## src/rtl/tangram_piece_render_if.sv

```systemverilog
// Pixel/control bundle between the VGA timing generator, the piece controls and one
// tangram_piece_render instance.
//
// Parameters: CW (coordinate width), SW (size width); must match the renderer.
// Signals:
//   hc, vc      current pixel column/row            (master -> slave)
//   vidon       visible-area flag aligned with hc/vc (master -> slave)
//   frame_tick  1-cycle pulse at start of v-blank    (master -> slave)
//   shape, size piece type and size s                (master -> slave)
//   px, py      home anchor                          (master -> slave)
//   select      piece selected                       (master -> slave)
//   rotate      rotate button level                  (master -> slave)
//   move        [0] up [1] down [2] left [3] right   (master -> slave)
//   color       pixel mask, 2-cycle latency          (slave -> master)
//   rot, ax, ay committed rotation and anchor        (slave -> master)
// The renderer uses the slave modport; the driver side uses master.
interface tangram_piece_render_if #(
   parameter int unsigned CW = 11,
   parameter int unsigned SW = 10
) ();
   logic [CW-1:0] hc;
   logic [CW-1:0] vc;
   logic          vidon;
   logic          frame_tick;
   logic [1:0]    shape;
   logic [SW-1:0] size;
   logic [CW-1:0] px;
   logic [CW-1:0] py;
   logic          select;
   logic          rotate;
   logic [3:0]    move;
   logic          color;
   logic [1:0]    rot;
   logic [CW-1:0] ax;
   logic [CW-1:0] ay;

   modport master (
      output hc, vc, vidon, frame_tick, shape, size, px, py, select, rotate, move,
      input  color, rot, ax, ay
   );

   modport slave (
      input  hc, vc, vidon, frame_tick, shape, size, px, py, select, rotate, move,
      output color, rot, ax, ay
   );
endinterface

```

## src/rtl/tangram_piece_render.sv

```systemverilog
// Single tangram piece renderer (large/small triangle, parallelogram, diamond).
// Button edges while selected are latched as pending rotate/move requests and committed
// once per frame on frame_tick; the anchor is clamped to the visible screen. A 2-stage
// pipeline turns the current pixel (hc, vc) into a 1-bit colour mask aligned with vidon.
//
// Ports:
//   clk_40m  pixel clock
//   rst_n    asynchronous active-low reset
//   bus      tangram_piece_render_if.slave (pixel position, controls, mask, rot/ax/ay)
//
// Optional feature: define HOLD_REPEAT_EN to auto-repeat a held move after REPEAT_DLY
// frame ticks, then every REPEAT_RATE ticks. Without it, one step per rising edge.
module tangram_piece_render #(
   parameter int unsigned CW          = 11,
   parameter int unsigned SW          = 10,
   parameter int unsigned STEP        = 5,
   parameter int unsigned H_ACTIVE    = 800,
   parameter int unsigned V_ACTIVE    = 600,
   parameter int unsigned REPEAT_DLY  = 8,
   parameter int unsigned REPEAT_RATE = 2
) (
   input logic                    clk_40m,
   input logic                    rst_n,
   tangram_piece_render_if.slave  bus
);
   localparam int unsigned AW = CW + 2;  // signed anchor/delta width
   localparam int unsigned BW = CW + 3;  // headroom for dx+dy, dy-dx and 2s

   localparam logic signed [AW-1:0] StepS = AW'(STEP);
   localparam logic signed [AW-1:0] HMax  = AW'(H_ACTIVE - 1);
   localparam logic signed [AW-1:0] VMax  = AW'(V_ACTIVE - 1);

   typedef enum logic [1:0] {DirUp, DirDown, DirLeft, DirRight} dir_e;

   // Highest-priority set bit: up > down > left > right.
   function automatic dir_e prio_dir(input logic [3:0] m);
      if (m[0])      return DirUp;
      else if (m[1]) return DirDown;
      else if (m[2]) return DirLeft;
      else           return DirRight;
   endfunction

   function automatic logic is_neg(input logic signed [BW-1:0] v);
      return v[BW-1];
   endfunction

   function automatic logic is_pos(input logic signed [BW-1:0] v);
      return !v[BW-1] && (v != '0);
   endfunction

   // ------------------------------------------------------------------
   // Control state
   // ------------------------------------------------------------------
   logic [3:0]           move_q, move_d;
   logic                 rotate_q, rotate_d;
   logic                 select_q, select_d;
   logic                 pend_rot_q, pend_rot_d;
   logic                 pend_dir_vld_q, pend_dir_vld_d;
   dir_e                 pend_dir_q, pend_dir_d;
   logic signed [AW-1:0] cx_q, cx_d;
   logic signed [AW-1:0] cy_q, cy_d;
   logic [1:0]           rot_q, rot_d;

   logic [3:0]           move_rise;
   logic                 rot_rise;
   logic                 new_dir_vld;
   dir_e                 new_dir;
   logic                 eff_dir_vld;
   dir_e                 eff_dir;
   logic                 eff_rot;
   logic signed [AW-1:0] ax_full, ay_full;
   logic signed [AW-1:0] step_x, step_y;
   logic signed [AW-1:0] nx, ny, nx_cl, ny_cl;
   logic                 rep_fire;
   dir_e                 rep_dir;

   assign ax_full = $signed({2'b00, bus.px}) + cx_q;
   assign ay_full = $signed({2'b00, bus.py}) + cy_q;

`ifdef HOLD_REPEAT_EN
   localparam int unsigned RW = $clog2(REPEAT_DLY + 1) + 1;
   // After a repeat the counter restarts so it hits REPEAT_DLY again REPEAT_RATE ticks later.
   localparam logic [RW-1:0] RepDly    = RW'(REPEAT_DLY);
   localparam logic [RW-1:0] RepReload = RW'(REPEAT_DLY - REPEAT_RATE + 1);

   logic [RW-1:0] rep_cnt_q, rep_cnt_d;
   dir_e          rep_dir_q, rep_dir_d;
   logic          held;

   always_comb begin
      held      = bus.select & (|bus.move);
      rep_dir   = prio_dir(bus.move);
      rep_dir_d = rep_dir;
      rep_fire  = held && bus.frame_tick && (rep_dir == rep_dir_q) && (rep_cnt_q == RepDly);
      rep_cnt_d = rep_cnt_q;
      if (!held || (rep_dir != rep_dir_q)) begin
         rep_cnt_d = '0;
      end else if (bus.frame_tick) begin
         rep_cnt_d = rep_fire ? RepReload : rep_cnt_q + RW'(1);
      end
   end

   always_ff @(posedge clk_40m or negedge rst_n) begin
      if (!rst_n) begin
         rep_cnt_q <= '0;
         rep_dir_q <= DirUp;
      end else begin
         rep_cnt_q <= rep_cnt_d;
         rep_dir_q <= rep_dir_d;
      end
   end
`else
   assign rep_fire = 1'b0;
   assign rep_dir  = DirUp;
`endif

   // Edge detection and pending requests
   always_comb begin
      move_d   = bus.move;
      rotate_d = bus.rotate;
      select_d = bus.select;

      move_rise   = bus.move & ~move_q & {4{bus.select}};
      rot_rise    = bus.rotate & ~rotate_q & bus.select;
      new_dir_vld = |move_rise;
      new_dir     = prio_dir(move_rise);

      // A fresh edge in the tick cycle wins over an older pending one.
      eff_dir_vld = bus.select & (new_dir_vld | pend_dir_vld_q | rep_fire);
      if (new_dir_vld)         eff_dir = new_dir;
      else if (pend_dir_vld_q) eff_dir = pend_dir_q;
      else                     eff_dir = rep_dir;
      eff_rot = bus.select & (rot_rise | pend_rot_q);

      pend_rot_d     = pend_rot_q;
      pend_dir_vld_d = pend_dir_vld_q;
      pend_dir_d     = pend_dir_q;
      if (bus.frame_tick || (select_q && !bus.select)) begin
         pend_rot_d     = 1'b0;
         pend_dir_vld_d = 1'b0;
      end else begin
         if (new_dir_vld) begin
            pend_dir_vld_d = 1'b1;
            pend_dir_d     = new_dir;
         end
         if (rot_rise) pend_rot_d = 1'b1;
      end
   end

   // Commit with clamping; the anchor is re-clamped on every tick.
   always_comb begin
      step_x = '0;
      step_y = '0;
      if (eff_dir_vld) begin
         unique case (eff_dir)
            DirUp:    step_y = -StepS;
            DirDown:  step_y = StepS;
            DirLeft:  step_x = -StepS;
            DirRight: step_x = StepS;
            default:  ;
         endcase
      end
      nx = ax_full + step_x;
      ny = ay_full + step_y;

      if (nx[AW-1])      nx_cl = '0;
      else if (nx > HMax) nx_cl = HMax;
      else               nx_cl = nx;
      if (ny[AW-1])      ny_cl = '0;
      else if (ny > VMax) ny_cl = VMax;
      else               ny_cl = ny;

      cx_d  = cx_q;
      cy_d  = cy_q;
      rot_d = rot_q;
      if (bus.frame_tick) begin
         cx_d = nx_cl - $signed({2'b00, bus.px});
         cy_d = ny_cl - $signed({2'b00, bus.py});
         if (eff_rot) rot_d = rot_q + 2'd1;
      end
   end

   // ------------------------------------------------------------------
   // Render pipeline
   // ------------------------------------------------------------------
   logic signed [AW-1:0] dx_q1, dx_d1;
   logic signed [AW-1:0] dy_q1, dy_d1;
   logic [1:0]           shape_q1;
   logic [1:0]           rot_q1;
   logic [SW-1:0]        s_q1;
   logic                 vid_q1;
   logic                 color_q, color_d;

   always_comb begin
      dx_d1 = $signed({2'b00, bus.hc}) - ax_full;
      dy_d1 = $signed({2'b00, bus.vc}) - ay_full;
   end

   logic signed [BW-1:0] dxb, dyb, sb, s2b, nsb, ns2b, sum, dif;
   logic                 hit;

   always_comb begin
      dxb  = {dx_q1[AW-1], dx_q1};
      dyb  = {dy_q1[AW-1], dy_q1};
      sb   = $signed({{(BW - SW){1'b0}}, s_q1});
      s2b  = sb <<< 1;
      nsb  = -sb;
      ns2b = -s2b;
      sum  = dxb + dyb;
      dif  = dyb - dxb;
      hit  = 1'b0;
      unique case (shape_q1)
         2'b00: begin
            unique case (rot_q1)
               2'd0: hit = is_neg(dyb) && (sum > nsb) && (dif > nsb);
               2'd1: hit = is_pos(dxb) && (sum < sb)  && (dif > nsb);
               2'd2: hit = is_pos(dyb) && (sum < sb)  && (dif < sb);
               default: hit = is_neg(dxb) && (sum > nsb) && (dif < sb);
            endcase
         end
         2'b01: begin
            unique case (rot_q1)
               2'd0: hit = is_neg(dxb) && is_pos(dyb) && (dif < sb);
               2'd1: hit = is_neg(dxb) && is_neg(dyb) && (sum > nsb);
               2'd2: hit = is_pos(dxb) && is_neg(dyb) && (dif > nsb);
               default: hit = is_pos(dxb) && is_pos(dyb) && (sum < sb);
            endcase
         end
         2'b10: begin
            unique case (rot_q1)
               2'd0: hit = (dxb > nsb) && is_neg(dxb) && (dif > ns2b) && is_neg(dif);
               2'd1: hit = (dyb > nsb) && is_neg(dyb) && is_pos(sum) && (sum < s2b);
               2'd2: hit = is_pos(dxb) && (dxb < sb) && is_pos(dif) && (dif < s2b);
               default: hit = is_pos(dyb) && (dyb < sb) && (sum > ns2b) && is_neg(sum);
            endcase
         end
         default: hit = (dif < sb) && (dif > nsb) && (sum < sb) && (sum > nsb);
      endcase
      color_d = hit & vid_q1;
   end

   // ------------------------------------------------------------------
   // State registers
   // ------------------------------------------------------------------
   always_ff @(posedge clk_40m or negedge rst_n) begin
      if (!rst_n) begin
         move_q         <= '0;
         rotate_q       <= 1'b0;
         select_q       <= 1'b0;
         pend_rot_q     <= 1'b0;
         pend_dir_vld_q <= 1'b0;
         pend_dir_q     <= DirUp;
         cx_q           <= '0;
         cy_q           <= '0;
         rot_q          <= '0;
         dx_q1          <= '0;
         dy_q1          <= '0;
         shape_q1       <= '0;
         rot_q1         <= '0;
         s_q1           <= '0;
         vid_q1         <= 1'b0;
         color_q        <= 1'b0;
      end else begin
         move_q         <= move_d;
         rotate_q       <= rotate_d;
         select_q       <= select_d;
         pend_rot_q     <= pend_rot_d;
         pend_dir_vld_q <= pend_dir_vld_d;
         pend_dir_q     <= pend_dir_d;
         cx_q           <= cx_d;
         cy_q           <= cy_d;
         rot_q          <= rot_d;
         dx_q1          <= dx_d1;
         dy_q1          <= dy_d1;
         shape_q1       <= bus.shape;
         rot_q1         <= rot_q;
         s_q1           <= bus.size;
         vid_q1         <= bus.vidon;
         color_q        <= color_d;
      end
   end

   assign bus.color = color_q;
   assign bus.rot   = rot_q;
   assign bus.ax    = ax_full[CW-1:0];
   assign bus.ay    = ay_full[CW-1:0];

endmodule
```

## src/flat_wrapper.sv

```systemverilog
// flat-port wrapper written by rule: the top's interface ports become plain ports
module tangram_piece_render_flat 
#(
   parameter int unsigned CW          = 11,
   parameter int unsigned SW          = 10,
   parameter int unsigned STEP        = 5,
   parameter int unsigned H_ACTIVE    = 800,
   parameter int unsigned V_ACTIVE    = 600,
   parameter int unsigned REPEAT_DLY  = 8,
   parameter int unsigned REPEAT_RATE = 2
)
  (clk_40m, rst_n, bus_hc, bus_vc, bus_vidon, bus_frame_tick, bus_shape, bus_size, bus_px, bus_py, bus_select, bus_rotate, bus_move, bus_color, bus_rot, bus_ax, bus_ay);
  tangram_piece_render_if #(.CW(CW), .SW(SW)) bus_i ();
  input logic clk_40m;
  input logic rst_n;
  input wire logic [$bits(bus_i.hc)-1:0] bus_hc;
  input wire logic [$bits(bus_i.vc)-1:0] bus_vc;
  input wire logic [$bits(bus_i.vidon)-1:0] bus_vidon;
  input wire logic [$bits(bus_i.frame_tick)-1:0] bus_frame_tick;
  input wire logic [$bits(bus_i.shape)-1:0] bus_shape;
  input wire logic [$bits(bus_i.size)-1:0] bus_size;
  input wire logic [$bits(bus_i.px)-1:0] bus_px;
  input wire logic [$bits(bus_i.py)-1:0] bus_py;
  input wire logic [$bits(bus_i.select)-1:0] bus_select;
  input wire logic [$bits(bus_i.rotate)-1:0] bus_rotate;
  input wire logic [$bits(bus_i.move)-1:0] bus_move;
  output wire logic [$bits(bus_i.color)-1:0] bus_color;
  output wire logic [$bits(bus_i.rot)-1:0] bus_rot;
  output wire logic [$bits(bus_i.ax)-1:0] bus_ax;
  output wire logic [$bits(bus_i.ay)-1:0] bus_ay;
  assign bus_i.hc = bus_hc;
  assign bus_i.vc = bus_vc;
  assign bus_i.vidon = bus_vidon;
  assign bus_i.frame_tick = bus_frame_tick;
  assign bus_i.shape = bus_shape;
  assign bus_i.size = bus_size;
  assign bus_i.px = bus_px;
  assign bus_i.py = bus_py;
  assign bus_i.select = bus_select;
  assign bus_i.rotate = bus_rotate;
  assign bus_i.move = bus_move;
  assign bus_color = bus_i.color;
  assign bus_rot = bus_i.rot;
  assign bus_ax = bus_i.ax;
  assign bus_ay = bus_i.ay;
  tangram_piece_render #(.CW(CW), .SW(SW), .STEP(STEP), .H_ACTIVE(H_ACTIVE), .V_ACTIVE(V_ACTIVE), .REPEAT_DLY(REPEAT_DLY), .REPEAT_RATE(REPEAT_RATE)) u_core (.clk_40m(clk_40m), .rst_n(rst_n), .bus(bus_i));
endmodule
```

## config.mk

```make
export PLATFORM = sky130hd
export DESIGN_NAME = tangram_piece_render_flat
export DESIGN_NICKNAME = d
export VERILOG_FILES = /design/src/rtl/tangram_piece_render_if.sv /design/src/rtl/tangram_piece_render.sv /design/src/flat_wrapper.sv
export SDC_FILE = /design/constraint.sdc
export NUM_CORES = 1
export LEC_CHECK = 0
export CAP_MARGIN = 10
export CORE_ASPECT_RATIO = 1.1
export CORE_MARGIN = 5
export CORE_UTILIZATION = 62
export CTS_BUF_LIST = sky130_fd_sc_hd__clkbuf_4
export DETAILED_ROUTE_END_ITERATION = 12
export PLACE_DENSITY = 0.81
export SETUP_SLACK_MARGIN = 0.05
export SLEW_MARGIN = 20
export SYNTH_ARGS = -nofsm -noshare
export SYNTH_HDL_FRONTEND = slang
export SYNTH_SLANG_ARGS = --single-unit
```

## constraint.sdc

```tcl
create_clock -name clk_40m -period 8.41 [get_ports clk_40m]
set_input_delay 1.682 -clock clk_40m [delete_from_list [all_inputs] [get_ports clk_40m]]
set_output_delay 1.682 -clock clk_40m [all_outputs]
set_load 0.01 [all_outputs]
```

==> impl_results.md, run 1 <==
- Syn Std Cell Area: 0.0120 mm^2
- Count of flip-flops with a built-in enable after synthesis: 0
- Pin count of the biggest net entering global routing: 81
- Setup slack, reg-to-reg: 1.84 ns
- Final Critical Period: 7.91 ns
- Final max-slew violation count: 0
- Final Hold Fails: 0
- Yosys reg bits: 80
- Number of placed I/O pins: 91
- Dominant cell type by area after synthesis: sky130_fd_sc_hd__ha_1
- Min-Delay Path Class: reg -> reg
- Async S/R FF share, synth: 1.00
- Buffer depth of the longest clock path: 2
- Capture instance of the worst register-to-register path: u_core.cx_q[10]
- Total Routed Length: 34.7 mm
- Type of origin of the critical path: primary input
- Final worst path period share: 0.940
- Worst r2r src: u_core.cx_q[0]
- Slew headroom: 0.299
- Final setup vio count: 0
- Final setup margin: 0.505 ns
- CP arrival: 8.19 ns
- Initial Utilization: 0.629
- Per-cell routed wire length: 19.2 um
- Warning count from the yosys run: 0
- Mean number of vias per cell: 6.43
- Syn Area/Cell: 8.18 um^2
- Area growth syn-to-layout: 11.3%
- Maximum fanout along the worst path: 6
- Critical path data required time: 8.70 ns
- Share of post-route cells with drive strength above 1: 0.0546
- First-iteration detailed-routing DRC count: 832
- Area share of the largest cell type after synthesis: 0.243
- Start point of the worst hold path: u_core.vid_q1
- Critical path start-end classification: in -> reg
- Gpl congestion: 1.00
- Setup Slack @ Placement: 0.180 ns
- PortBufs: 90
- Hpwl dp: 28.4 mm
- Placeable core region: 0.0190 mm^2
- Worst Max-Slew Pin Slew: 1.05 ns
- Kind of end point of the critical path: flip-flop
- Chip width: 143 um
- TritonCTS Sinks: 80
- Vias after detailed routing: 11600
- Sum of negative setup slack: 0 ns
- Row Count: 53
- Insertion delay of the later-clocked pin in the worst-skew pair: 0.44 ns
- Final design utilization: 0.701
- Count of unique library cells instantiated by Yosys: 102
- Unrepaired setup endpoints after global routing: no
- Detailed-router iteration count before antenna repair: 5
- Via count of the first global-routing pass: 11300
- Chip Height: 156 um
- Number of cells on the worst reg-to-reg path: 27
- Fraction of the yosys area taken by sequential cells: 0.167
- Root buffer cell: sky130_fd_sc_hd__clkbuf_4
- Non-filler cells, final: 1806
- Clock tree from TritonCTS: done
- Aggregate global-route resource usage: 0.307
- Maximum clock skew at final layout: 0.0166 ns
- Synthesized instance count: 1465
- Prevailing post-synth register cell: sky130_fd_sc_hd__dfrtp_1
- Count of antenna-violating nets left after detailed routing: 0
- Most used cells in the layout excluding fill and tap cells: sky130_fd_sc_hd__ha_1, sky130_fd_sc_hd__inv_1, sky130_fd_sc_hd__o21ai_0
- Number of cells after detailed placement: 1790
- Net count of the finished layout: 1863
- Initial antenna violation count: 1
- Count of max-cap constraint violations: 0
- Global-route wire length before repair: 55.2 mm
- Grt ovf: 0
- Area of the die: 0.0222 mm^2
- Number of buffers inserted by post-CTS setup repair: 0
- Maximum clock frequency: 126 MHz
- Hold worst-path end: u_core.bus.color
- H-Tree Depth: 3
- Result of the run: completed
- Number of remaining DRC errors: 0
- Clock transition at the registers of the reported paths: 0.12 ns
- Clock buffer count from CTS: 9
- Top area cells in the synthesized netlist: sky130_fd_sc_hd__ha_1, sky130_fd_sc_hd__dfrtp_1, sky130_fd_sc_hd__xnor2_1
- Most frequent standard cell in the layout excluding fill and tap cells: sky130_fd_sc_hd__ha_1
- WHS Path Cells: 2
worst max-delay path, stage by stage:
cell and delay, ns:
sky130_fd_sc_hd__clkdlybuf4s50_1 0.45, sky130_fd_sc_hd__ha_1 0.26, sky130_fd_sc_hd__fa_1 0.44, sky130_fd_sc_hd__a21o_2 0.24
sky130_fd_sc_hd__a21oi_1 0.17, sky130_fd_sc_hd__xnor2_1 0.13, sky130_fd_sc_hd__ha_1 0.41, sky130_fd_sc_hd__o211a_1 0.30
sky130_fd_sc_hd__a31oi_1 0.12, sky130_fd_sc_hd__a21oi_1 0.35, sky130_fd_sc_hd__a211oi_1 0.10, sky130_fd_sc_hd__a311oi_1 0.26
sky130_fd_sc_hd__o32ai_1 0.12, sky130_fd_sc_hd__a311o_2 0.37, sky130_fd_sc_hd__a21bo_4 0.23, sky130_fd_sc_hd__o21bai_1 0.09
sky130_fd_sc_hd__ha_1 0.22, sky130_fd_sc_hd__fa_1 0.40, sky130_fd_sc_hd__nor2b_1 0.12, sky130_fd_sc_hd__o21ai_0 0.10
sky130_fd_sc_hd__a21boi_0 0.28, sky130_fd_sc_hd__o21ai_0 0.15, sky130_fd_sc_hd__a21boi_0 0.24, sky130_fd_sc_hd__o21ai_0 0.14
sky130_fd_sc_hd__a21boi_0 0.31, sky130_fd_sc_hd__o21ai_0 0.20, sky130_fd_sc_hd__nand4b_1 0.14, sky130_fd_sc_hd__o311ai_0 0.16
final cells by class:
cell class | instances | area [um^2]
Sequential cell | 80 | 2000
Clock buffer | 9 | 67.6
Multi-Input combinational cell | 1221 | 9330
Tap cell | 247 | 309
Clock inverter | 6 | 85.1
Antenna cell | 1 | 2.50
Timing Repair Buffer | 107 | 1030
Fill cell | 1571 | 5700
Inverter | 135 | 509
repair_timing:
action                     4_1_cts  5_1_grt
hold buffers                     0        0
resized for setup                0        1
setup endpoints to repair        0        2
Yosys cell counts (15+ instances only):
cell                         n
sky130_fd_sc_hd__inv_1     129
sky130_fd_sc_hd__clkbuf_1   23
sky130_fd_sc_hd__nand3_1    22
sky130_fd_sc_hd__o21a_1     34
sky130_fd_sc_hd__or3_1      17
sky130_fd_sc_hd__nand2_1    96
sky130_fd_sc_hd__dfrtp_1    80
sky130_fd_sc_hd__a21boi_0   18
sky130_fd_sc_hd__a31oi_1    19
sky130_fd_sc_hd__nand2b_1   20
sky130_fd_sc_hd__nand4_1    27
sky130_fd_sc_hd__o31ai_1    15
sky130_fd_sc_hd__nor3_1     35
sky130_fd_sc_hd__xnor2_1    64
sky130_fd_sc_hd__nor2b_1    33
sky130_fd_sc_hd__xor2_1     20
sky130_fd_sc_hd__a21o_1     33
sky130_fd_sc_hd__nor4_1     15
sky130_fd_sc_hd__ha_1      233
sky130_fd_sc_hd__nor2_1     92
sky130_fd_sc_hd__o21ai_0   105
sky130_fd_sc_hd__a21oi_1    89
kinds of logic after synthesis:
family                     Yosys count  share of synthesized area
adders and majority gates          248                      0.264
muxes                                7                    0.00637
AOI/OAI and AO/OA                  454                      0.259
buffers and inverters              165                     0.0546
xor gates and xnor gates            85                     0.0628
and+or+nand+nor                    425                      0.185
DFF                                 80                      0.167
other                                1                   0.000313
layer usage:
metal | vias to the layer above | routed length, um | global-route usage
met2 | 434 | 17100 | 0.549
li1 | 5617 | - | -
met3 | 123 | 1800 | 0.0331
met5 | - | 0 | 0
met4 | 0 | 1910 | 0.158
met1 | 5434 | 13900 | 0.362
sequential cells by signal (all words and copies together) (netlist names), 4 cells and up:
name and flops:
u_core.cx_q 13, u_core.cy_q 13, u_core.dx_q1 13, u_core.dy_q1 13, u_core.s_q1 10, u_core.move_q 4
worst max-delay path by stage:
| stage | start | endpoint | cells past startpoint |
|---|---|---|---|
| after floorplan | bus_move[2] | u_core.cy_q[9] | 27 |
| after global placement | bus_px[0] | u_core.cx_q[10] | 26 |
| after detailed placement | bus_px[0] | u_core.cx_q[10] | 28 |
| after CTS | bus_px[0] | u_core.cx_q[10] | 27 |
| after global routing | bus_move[1] | u_core.cy_q[10] | 28 |
| final | bus_px[0] | u_core.cx_q[10] | 28 |
per-stage QoR:
stage	hold slack, ns	area (um^2)
global route	0.506	13300
finish	0.501	13300
CTS	0.494	13300
detailed placement	0.474	13200
global placement	0.471	13200
floorplan	0.450	12000
Power of run 1 is left out: the tool's default activity adds up to more than one toggle a clock period on the data nets, which glitch-free logic cannot reach.
==> run 2, diff against run 1 <==
==> constraint.sdc (replaced) <==
create_clock -name clk_40m -period 7.83 [get_ports clk_40m]
set_input_delay 1.566 -clock clk_40m [delete_from_list [all_inputs] [get_ports clk_40m]]
set_output_delay 1.566 -clock clk_40m [all_outputs]
set_load 0.01 [all_outputs]
==> run 2 against run 1 <==
Cell count is 1.2% higher. Routed wire length hardly changed. Die area stayed put. Non-clock buffer count is 22 higher. Global-route usage is 0.59 points higher. Clock skew is 0.0075 ns higher. Register-to-register slack worse by 0.15 ns. Count of clock-buffer cells in the layout is 1 higher. Critical path type unchanged. Sequential share of layout area is 0.20 points lower. First-iteration DRC count is 5.6% higher. Highest routed layer is now met5. Core utilization is 0.95 points higher. Worst setup slack worse by 0.021 ns.
==> impl_results.md, run 2 (synthesis results as in run 1) <==
- Result of the run: completed
- Maximum clock skew at final layout: 0.0241 ns (+0.00748 ns)
- Count of max-cap constraint violations: 0 (unchanged)
- Insertion delay of the later-clocked pin in the worst-skew pair: 0.44 ns (about the same)
- Placeable core region: 0.0190 mm^2 (unchanged)
- Clock buffer count from CTS: 9 (unchanged)
- Most used cells in the layout excluding fill and tap cells: sky130_fd_sc_hd__ha_1, sky130_fd_sc_hd__inv_1, sky130_fd_sc_hd__o21ai_0
- Global-route wire length before repair: 56.9 mm (+3.0%)
- Maximum fanout along the worst path: 12 (+6)
- Total Routed Length: 34.7 mm (about the same)
- Start point of the worst hold path: u_core.vid_q1
- Count of antenna-violating nets left after detailed routing: 0 (unchanged)
- Maximum clock frequency: 136 MHz
- WHS Path Cells: 2 (unchanged)
- Grt ovf: 0 (unchanged)
- Area growth syn-to-layout: 12.8%
- Number of buffers and inverters on the critical path: 4 (+3)
- Pin count of the biggest net entering global routing: 81 (unchanged)
- Critical path data required time: 8.18 ns (-0.52 ns)
- Initial Utilization: 0.629 (unchanged)
- PortBufs: 90 (unchanged)
- H-Tree Depth: 3 (unchanged)
- Final Critical Period: 7.35 ns
- Initial antenna violation count: 3 (+2)
- Net count of the finished layout: 1885 (+1.2%)
- Chip width: 143 um (unchanged)
- Final worst path period share: 0.938
- Aggregate global-route resource usage: 0.313 (+0.00594)
- Clock transition at the registers of the reported paths: 0.13 ns (about the same)
- Clock tree from TritonCTS: done
- Critical path start-end classification: in -> reg
- Final Hold Fails: 0 (unchanged)
- Via count of the first global-routing pass: 11800 (+5.0%)
- Mean number of vias per cell: 6.45 (+0.41%)
- Largest stage delay, worst path: 0.64 ns (+0.19 ns)
- Cell class contributing the biggest share of worst-path delay: compound AO/OA/AOI/OAI gates
- Worst r2r src: u_core.cx_q[0]
- Chip Height: 156 um (unchanged)
- Vias after detailed routing: 11800 (+1.6%)
- Capture instance of the worst register-to-register path: u_core.cx_q[10]
- Cell at the slowest stage of the critical path: sky130_fd_sc_hd__clkdlybuf4s50_1
- CP arrival: 7.70 ns (-0.49 ns)
- Detailed-router iteration count before antenna repair: 5 (unchanged)
- Final instance area: 0.0135 mm^2 (+1.4%)
- Unrepaired setup endpoints after global routing: no
- Gpl congestion: 0.990 (-1.4%)
- Number of cells on the worst reg-to-reg path: 25 (-7.4%)
- Hpwl dp: 28.6 mm (+0.40%)
- Setup slack, reg-to-reg: 1.69 ns (-0.15 ns)
- Placement-stage cell area: 0.0133 mm^2 (+1.2%)
- Area of the die: 0.0222 mm^2 (unchanged)
- Row Count: 53 (unchanged)
- Hold worst-path end: u_core.bus.color
- Min-Delay Path Class: reg -> reg
- Buffer depth of the longest clock path: 2 (unchanged)
- Final max-slew violation count: 0 (unchanged)
- Final setup vio count: 0 (unchanged)
- Number of remaining DRC errors: 0 (unchanged)
- Per-cell routed wire length: 19.0 um (-1.2%)
- Root buffer cell: sky130_fd_sc_hd__clkbuf_4
- Most frequent standard cell in the layout excluding fill and tap cells: sky130_fd_sc_hd__ha_1
- Type of origin of the critical path: primary input
- Worst Max-Slew Pin Slew: 0.956 ns (-0.0957 ns)
- Number of placed I/O pins: 91 (unchanged)
- Slew headroom: 0.358 (+0.0592)
- Kind of end point of the critical path: flip-flop
- Share of post-route cells with drive strength above 1: 0.0690 (+0.0144)
- First-iteration detailed-routing DRC count: 879 (+5.6%)
- TritonCTS Sinks: 80 (unchanged)
==> run 2: worst max-delay path by stage <==
stage               slack, ns  cells past startpoint         from               to
CTS                      0.43                     26    bus_px[0]  u_core.cx_q[10]
finish                   0.48                     27   bus_select   u_core.cx_q[9]
global placement         0.18                     26    bus_px[0]  u_core.cx_q[10]
global route             0.04                     27   bus_select   u_core.cx_q[9]
detailed placement      -0.04                     26    bus_px[0]  u_core.cx_q[10]
floorplan                0.79                     27  bus_move[2]   u_core.cy_q[9]
==> run 2: worst register-to-register path: stages (launching register included) <==
cell                       delay (ns)
sky130_fd_sc_hd__dfrtp_1         0.40
sky130_fd_sc_hd__ha_1            0.23
sky130_fd_sc_hd__fa_1            0.44
sky130_fd_sc_hd__a21o_2          0.23
sky130_fd_sc_hd__a21oi_1         0.16
sky130_fd_sc_hd__xnor2_1         0.22
sky130_fd_sc_hd__ha_1            0.35
sky130_fd_sc_hd__o211a_1         0.22
sky130_fd_sc_hd__a221o_1         0.40
sky130_fd_sc_hd__o41ai_1         0.33
sky130_fd_sc_hd__o32ai_1         0.15
sky130_fd_sc_hd__a311o_2         0.37
sky130_fd_sc_hd__a21bo_4         0.23
sky130_fd_sc_hd__o21bai_1        0.08
sky130_fd_sc_hd__ha_1            0.21
sky130_fd_sc_hd__fa_1            0.40
sky130_fd_sc_hd__nor2b_1         0.11
sky130_fd_sc_hd__o21ai_0         0.10
sky130_fd_sc_hd__a21boi_0        0.24
sky130_fd_sc_hd__o21ai_0         0.14
sky130_fd_sc_hd__a21boi_1        0.22
sky130_fd_sc_hd__o21ai_0         0.13
sky130_fd_sc_hd__a21boi_1        0.21
sky130_fd_sc_hd__o21ai_0         0.16
sky130_fd_sc_hd__nand4b_1        0.14
sky130_fd_sc_hd__o311ai_0        0.15
==> run 2: timing repair <==
action,4_1_cts,5_1_grt
hold buffers,0,0
endpoints found under the setup margin,0,8
hold endpoints to repair,0,0
setup buffers,0,1
resized for setup,0,9
==> run 2: final cells by class <==
class                      instances  area [um^2]
sequential                        80         2000
timing repair buffer             129         1190
clock inverter                     5         82.6
antenna                            1         2.50
inverter                         135          509
fill                            1593         5520
tap                              247          309
clock buffer                      10         75.1
multi-input combinational       1221         9340
==> run 2: metrics by stage <==
| step | hold slack, ns | instances | worst slack (ns) | utilization | TNS, ns |
|---|---|---|---|---|---|
| after floorplan | 0.450 | 1466 | 0.794 | - | 0 |
| after global placement | 0.465 | 1811 | 0.177 | 0.700 | 0 |
| after detailed placement | 0.466 | 1811 | -0.0396 | 0.700 | -0.0396 |
| after CTS | 0.493 | 1826 | 0.433 | 0.709 | 0 |
| after global routing | 0.519 | 1828 | 0.0442 | 0.710 | 0 |
| final | 0.490 | 1828 | 0.483 | 0.710 | 0 |
==> run 2: routing by layer <==
metal,up-vias,wire [um],share of wire,GRT usage
met5,-,27,0.00078,0
met4,4,2030,0.058,0.171
li1,5675,-,-,-
met3,146,1700,0.049,0.0331
met1,5542,13900,0.40,0.375
met2,431,17000,0.49,0.548
Power of run 2 is left out for the same reason.
